--- src/rtl/uart_tx_arbiter_if.sv ---
// Requester / UART-side signal bundle for uart_tx_arbiter.
// master = requesters plus UART transmitter, slave = the arbiter.
interface uart_tx_arbiter_if #(
  parameter int unsigned NREQ = 4
);
  localparam int unsigned ID_W   = $clog2(NREQ);
  localparam int unsigned BYTE_W = 8;

  logic [NREQ-1:0]        req;
  logic [BYTE_W*NREQ-1:0] req_data;
  logic [NREQ-1:0]        gnt;
  logic                   uart_start;
  logic [BYTE_W-1:0]      uart_data;
  logic                   uart_tx_busy;
  logic [ID_W-1:0]        active_id;
  logic                   busy;
  logic                   timeout_err;

  modport master (
    output req, req_data, uart_tx_busy,
    input  gnt, uart_start, uart_data, active_id, busy, timeout_err
  );

  modport slave (
    input  req, req_data, uart_tx_busy,
    output gnt, uart_start, uart_data, active_id, busy, timeout_err
  );
endinterface

--- src/rtl/uart_tx_arbiter.sv ---
// Round-robin arbiter feeding bytes from NREQ requesters into one UART transmitter.
// Optional WAIT_BUSY watchdog enabled by defining UART_ARB_TIMEOUT_EN.
module uart_tx_arbiter #(
  parameter int unsigned NREQ        = 4,
  parameter int unsigned TIMEOUT_CYC = 16
) (
  input  logic               clk,
  input  logic               rst,
  uart_tx_arbiter_if.slave   bus
);
  localparam int unsigned ID_W   = $clog2(NREQ);
  localparam int unsigned BYTE_W = 8;

  if (NREQ != 4 || TIMEOUT_CYC < 1) begin : g_param_check
    $error("uart_tx_arbiter: NREQ must be 4 and TIMEOUT_CYC at least 1");
  end

  typedef enum logic [1:0] {
    IDLE      = 2'd0,
    ISSUE     = 2'd1,
    WAIT_BUSY = 2'd2,
    WAIT_DONE = 2'd3
  } state_t;

  state_t              state;
  logic [ID_W-1:0]     last_id;
  logic [ID_W-1:0]     active_q;
  logic [NREQ-1:0]     gnt_q;
  logic                start_q;
  logic [BYTE_W-1:0]   data_q;
  logic                busy_q;

  logic                win_found;
  logic [ID_W-1:0]     win_id;
  logic [ID_W-1:0]     scan_id;

  // Round-robin pick: first active request at or after last_id+1, wrapping.
  always_comb begin
    win_found = 1'b0;
    win_id    = '0;
    scan_id   = '0;
    for (int unsigned i = 0; i < NREQ; i++) begin
      scan_id = last_id + ID_W'(i + 1);
      if (!win_found && bus.req[scan_id]) begin
        win_found = 1'b1;
        win_id    = scan_id;
      end
    end
  end

`ifdef UART_ARB_TIMEOUT_EN
  localparam int unsigned CNT_W = $clog2(TIMEOUT_CYC + 1);
  logic [CNT_W-1:0] tmo_cnt;
  logic             tmo_err_q;
`endif

  always_ff @(posedge clk) begin
    if (rst) begin
      state    <= IDLE;
      last_id  <= ID_W'(NREQ - 1);
      active_q <= '0;
      gnt_q    <= '0;
      start_q  <= 1'b0;
      data_q   <= '0;
      busy_q   <= 1'b0;
`ifdef UART_ARB_TIMEOUT_EN
      tmo_cnt   <= '0;
      tmo_err_q <= 1'b0;
`endif
    end else begin
      gnt_q   <= '0;
      start_q <= 1'b0;
      case (state)
        IDLE: begin
          if (win_found) begin
            state    <= ISSUE;
            active_q <= win_id;
            data_q   <= bus.req_data[BYTE_W*win_id +: BYTE_W];
            gnt_q    <= NREQ'(1) << win_id;
            start_q  <= 1'b1;
            busy_q   <= 1'b1;
          end
        end
        ISSUE: begin
          state <= WAIT_BUSY;
`ifdef UART_ARB_TIMEOUT_EN
          tmo_cnt <= '0;
`endif
        end
        WAIT_BUSY: begin
          if (bus.uart_tx_busy) begin
            state <= WAIT_DONE;
          end
`ifdef UART_ARB_TIMEOUT_EN
          // Transmitter never acknowledged: abandon the frame and flag it.
          else if (tmo_cnt == CNT_W'(TIMEOUT_CYC - 1)) begin
            state     <= IDLE;
            last_id   <= active_q;
            busy_q    <= 1'b0;
            tmo_err_q <= 1'b1;
          end else begin
            tmo_cnt <= tmo_cnt + CNT_W'(1);
          end
`endif
        end
        WAIT_DONE: begin
          if (!bus.uart_tx_busy) begin
            state   <= IDLE;
            last_id <= active_q;
            busy_q  <= 1'b0;
          end
        end
        default: state <= IDLE;
      endcase
    end
  end

  assign bus.gnt        = gnt_q;
  assign bus.uart_start = start_q;
  assign bus.uart_data  = data_q;
  assign bus.active_id  = active_q;
  assign bus.busy       = busy_q;
`ifdef UART_ARB_TIMEOUT_EN
  assign bus.timeout_err = tmo_err_q;
`else
  assign bus.timeout_err = 1'b0;
`endif

endmodule

--- src/flat_wrapper.sv ---
// flat-port wrapper written by rule: the top's interface ports become plain ports
module uart_tx_arbiter_flat 
#(
  parameter int unsigned NREQ        = 4,
  parameter int unsigned TIMEOUT_CYC = 16
)
  (clk, rst, bus_req, bus_req_data, bus_uart_tx_busy, bus_gnt, bus_uart_start, bus_uart_data, bus_active_id, bus_busy, bus_timeout_err);
  uart_tx_arbiter_if #(.NREQ(NREQ)) bus_i ();
  input  logic clk;
  input  logic rst;
  input wire logic [$bits(bus_i.req)-1:0] bus_req;
  input wire logic [$bits(bus_i.req_data)-1:0] bus_req_data;
  input wire logic [$bits(bus_i.uart_tx_busy)-1:0] bus_uart_tx_busy;
  output wire logic [$bits(bus_i.gnt)-1:0] bus_gnt;
  output wire logic [$bits(bus_i.uart_start)-1:0] bus_uart_start;
  output wire logic [$bits(bus_i.uart_data)-1:0] bus_uart_data;
  output wire logic [$bits(bus_i.active_id)-1:0] bus_active_id;
  output wire logic [$bits(bus_i.busy)-1:0] bus_busy;
  output wire logic [$bits(bus_i.timeout_err)-1:0] bus_timeout_err;
  assign bus_i.req = bus_req;
  assign bus_i.req_data = bus_req_data;
  assign bus_i.uart_tx_busy = bus_uart_tx_busy;
  assign bus_gnt = bus_i.gnt;
  assign bus_uart_start = bus_i.uart_start;
  assign bus_uart_data = bus_i.uart_data;
  assign bus_active_id = bus_i.active_id;
  assign bus_busy = bus_i.busy;
  assign bus_timeout_err = bus_i.timeout_err;
  uart_tx_arbiter #(.NREQ(NREQ), .TIMEOUT_CYC(TIMEOUT_CYC)) u_core (.clk(clk), .rst(rst), .bus(bus_i));
endmodule
--- config.mk ---
export PLATFORM = sky130hd
export DESIGN_NAME = uart_tx_arbiter_flat
export DESIGN_NICKNAME = d
export VERILOG_FILES = /design/src/rtl/uart_tx_arbiter_if.sv /design/src/rtl/uart_tx_arbiter.sv /design/src/flat_wrapper.sv
export SDC_FILE = /design/constraint.sdc
export NUM_CORES = 1
export LEC_CHECK = 0
export CORE_UTILIZATION = 39
export CTS_CLUSTER_SIZE = 40
export DETAILED_ROUTE_END_ITERATION = 12
export GPL_TIMING_DRIVEN = 0
export PLACE_DENSITY = 0.87
export SETUP_SLACK_MARGIN = 0.15
export SLEW_MARGIN = 20
export SYNTH_ARGS = -nofsm -noshare
export SYNTH_HDL_FRONTEND = slang
export SYNTH_SLANG_ARGS = --single-unit
--- constraint.sdc ---
create_clock -name clk -period 2.2 [get_ports clk]
set_clock_uncertainty 0.2 [all_clocks]
set_input_delay 0.22 -clock clk [delete_from_list [all_inputs] [get_ports clk]]
set_output_delay 0.22 -clock clk [all_outputs]
set_load 0.005 [all_outputs]
==> run metrics <==
Crit Reg-Reg Endpoint u_core.bus.uart_data[5]; Design Area, Final 1710 um2; Hold Path Stages 2; DRC viols 0; first-pass iteration count of the detailed router 4; clock tree buffer depth 2; H-tree depth 1; non-filler instance count after layout 202; Crit-path slowest cell dfxtp_1; Slowest Stage Delay on Critical Path 330 ps; fmax 529 MHz; clock slew at reported path FFs 130 ps; critical path launch point type register; Critical Path End Type register; Leakage 0.738 nW; syn nets between 150 and 200; Clock Latency Late Sink 300 ps; PD cells 870 nW/um2; post-synth top area cell dfxtp_1; Total Routing Usage GR 0.213; fin nets 215; met2 WL between 1500 and 2000 um; max layer used met4; post-CTS setup buffer count 0; crit path DAT 1920 ps; top-area cell type share of the netlist area 0.375; post-route ant nets 0; # IOs 56; Final Util 0.677; number of synthesis warnings 0; final hold vios 0; fraction of layout cells with a size suffix above 1 0.0988; most frequent cell after synthesis dfxtp_1; Synth async-reset ratio 0; die area 2950 um2; combinational share of power 0.437; worst reg2reg path depth 7; Seq cells post-synth 20; Synth cell types 35; Worst VDD drop 790 uV; Net Sw Frac 0.315; Overflow after GRT 0; Post-Place Cells 197; final WL 2920 um; TritonCTS clock tree done; WP data required 2230 ps; Slew Viols, Final 0; status finished clean; WL per Instance around 14 um; width of the die approximately 54 um; Worst R2R Setup Slack 310 ps; P&R area growth vs syn 60.0%; met1 WL between 1000 and 1500 um; Psw 0.000469 W; Commonest cells post-synth dfxtp_1, mux2i_1, nand2_1, nor2_1, o221ai_1; CP Cell Sequence buf_4 > nand2_1 > o2bb2ai_2 > or2_0 > clkbuf_2 > a211o_1 > a32o_1; Starting Density 0.423; final worst-path cycle share 0.859; largest net degree at the start of global routing 13; Clock Power Share 0.206; sequential element share of the synthesized area 0.375; Worst Hold Path EP u_core.bus.uart_data[2]; max_cap viols 0; Rows 18; Post-Synthesis Cell Area 1070 um2; Root Buffer clkbuf_4; internal power just over 0.001 W; CP max FO 7; antenna cells 0; fillcell total 207; pre-CTS WS -121 ps; Worst Slack Setup Final 311 ps; DRT iter0 DRCs 24; vias in the first global route 998; sequential share of power 0.357; DR vias/cell 5.32; dominant synthesized flop cell dfxtp_1; Min Clock Period, post-route 1890 ps; min-delay src u_core.bus.uart_data[2]; Area contributors post-synth dfxtp_1, mux2i_1, nand2_1; vias after detailed routing 1,074; Mean Syn Cell Area around 9.4 um2; met3 wire length 142 um; Cells after Synth 114; Hold WC Path Type register to register; core area approximately 2500 um2; Post-synth EDFFs 0; placed cell area approximately 1600 um2; buffers added on ports 53; initial antenna violation count 0; final setup violation count 0; clk sinks 20; overall die height 54.3 um; RSZ-0062 raised after global routing no; routability cong. around 0.73; first-pass GRT wire length about 4500 um; Worst Setup Path Type register to register; number of CTS-inserted buffers 3; hpwl dp 2220 um; Worst R2R Start u_core.last_id[1]
## state kept, by name (all words and copies together), names as in the netlist
register,count
u_core.bus.gnt,4
u_core.last_id,2
u_core.state,2
u_core.bus.active_id,2
u_core.bus.busy,1
u_core.bus.uart_start,1
u_core.bus.uart_data,8
## final cells by class
class | count | area (um2) | share of cell area
multi-input cells | 81 | 594 | 0.348
inverters | 5 | 18.8 | 0.0110
well taps | 30 | 37.5 | 0.0220
plain buffers | 8 | 56.3 | 0.0330
flip-flops and latches | 20 | 400 | 0.234
clock buffers | 3 | 22.5 | 0.0132
repair buffers | 54 | 548 | 0.321
clock inverters | 1 | 30.0 | 0.0176
## metal layers
layer / global-route usage / up-vias
met5: 0 / -
met4: 0.0897 / 0
met3: 0.0361 / 6
met2: 0.404 / 40
met1: 0.228 / 499
li1: - / 529
## worst max path at each step
stage                      startpoint                      end  slack, ps  cells after the start
floorplan           u_core.last_id[1]  u_core.bus.uart_data[5]        430                      7
global placement           bus_req[1]  u_core.bus.uart_data[0]       -120                      7
detailed placement         bus_req[0]  u_core.bus.uart_data[4]       -120                      7
CTS                        bus_req[0]  u_core.bus.uart_data[2]        190                      7
global route          u_core.state[0]  u_core.bus.uart_data[4]        180                      6
finish              u_core.last_id[1]  u_core.bus.uart_data[5]        310                      7
## worst max-delay path: cells and delay by family, from the launching register on
family	cells	cell delay [ps]
flip-flops	1	330
AND/OR/NAND/NOR	2	280
AO/OA/AOI/OAI	3	700
buffers and inverters	2	300
## through the flow
stage / TNS, ps / power [W] / hold slack [ps]
floorplan: 0 / 0.000863 / 215
global placement: -786 / 0.00114 / 244
detailed placement: -891 / 0.00117 / 253
CTS: 0 / 0.00149 / 278
global route: 0 / 0.00158 / 301
finish: 0 / 0.00149 / 281
## what timing repair did
item / CTS / global route
resized for setup: 0 / 4
hold buffers: 1 / 0
hold endpoints to repair: 4 / 0
setup endpoints to repair: 0 / 7
## power by group through the flow
stage               registers (W)  clock network [W]  logic (W)
global placement         0.000533                  0   0.000606
global route             0.000545           0.000324   0.000706
floorplan                0.000539                  0   0.000324
finish                   0.000531           0.000306   0.000649
detailed placement       0.000538                  0   0.000633
CTS                      0.000531           0.000307   0.000649
## placed cells by master (no fill, tap or decap), types with 3 or more instances in the layout
cell / instances
buf_4: 4
nor2b_1: 3
nor2_1: 6
ha_1: 3
nand2_1: 13
o221ai_1: 6
clkbuf_4: 3
clkdlybuf4s50_1: 50
dfxtp_1: 20
mux2i_1: 16
inv_1: 5
nand2b_1: 5
o211ai_1: 3
dlymetal6s2s_1: 3
## kinds of logic (layout without fill, tap and decap cells)
logic type,Yosys count,count (layout),synth area share
DFF,20,20,0.375
muxes,16,16,0.150
adders and majority gates,3,3,0.0352
and+or+nand+nor,35,35,0.162
buffers and inverters,13,71,0.0703
other,1,1,0.00351
AOI/OAI and AO/OA,26,26,0.204
Power figures use the tool's default switching activity.
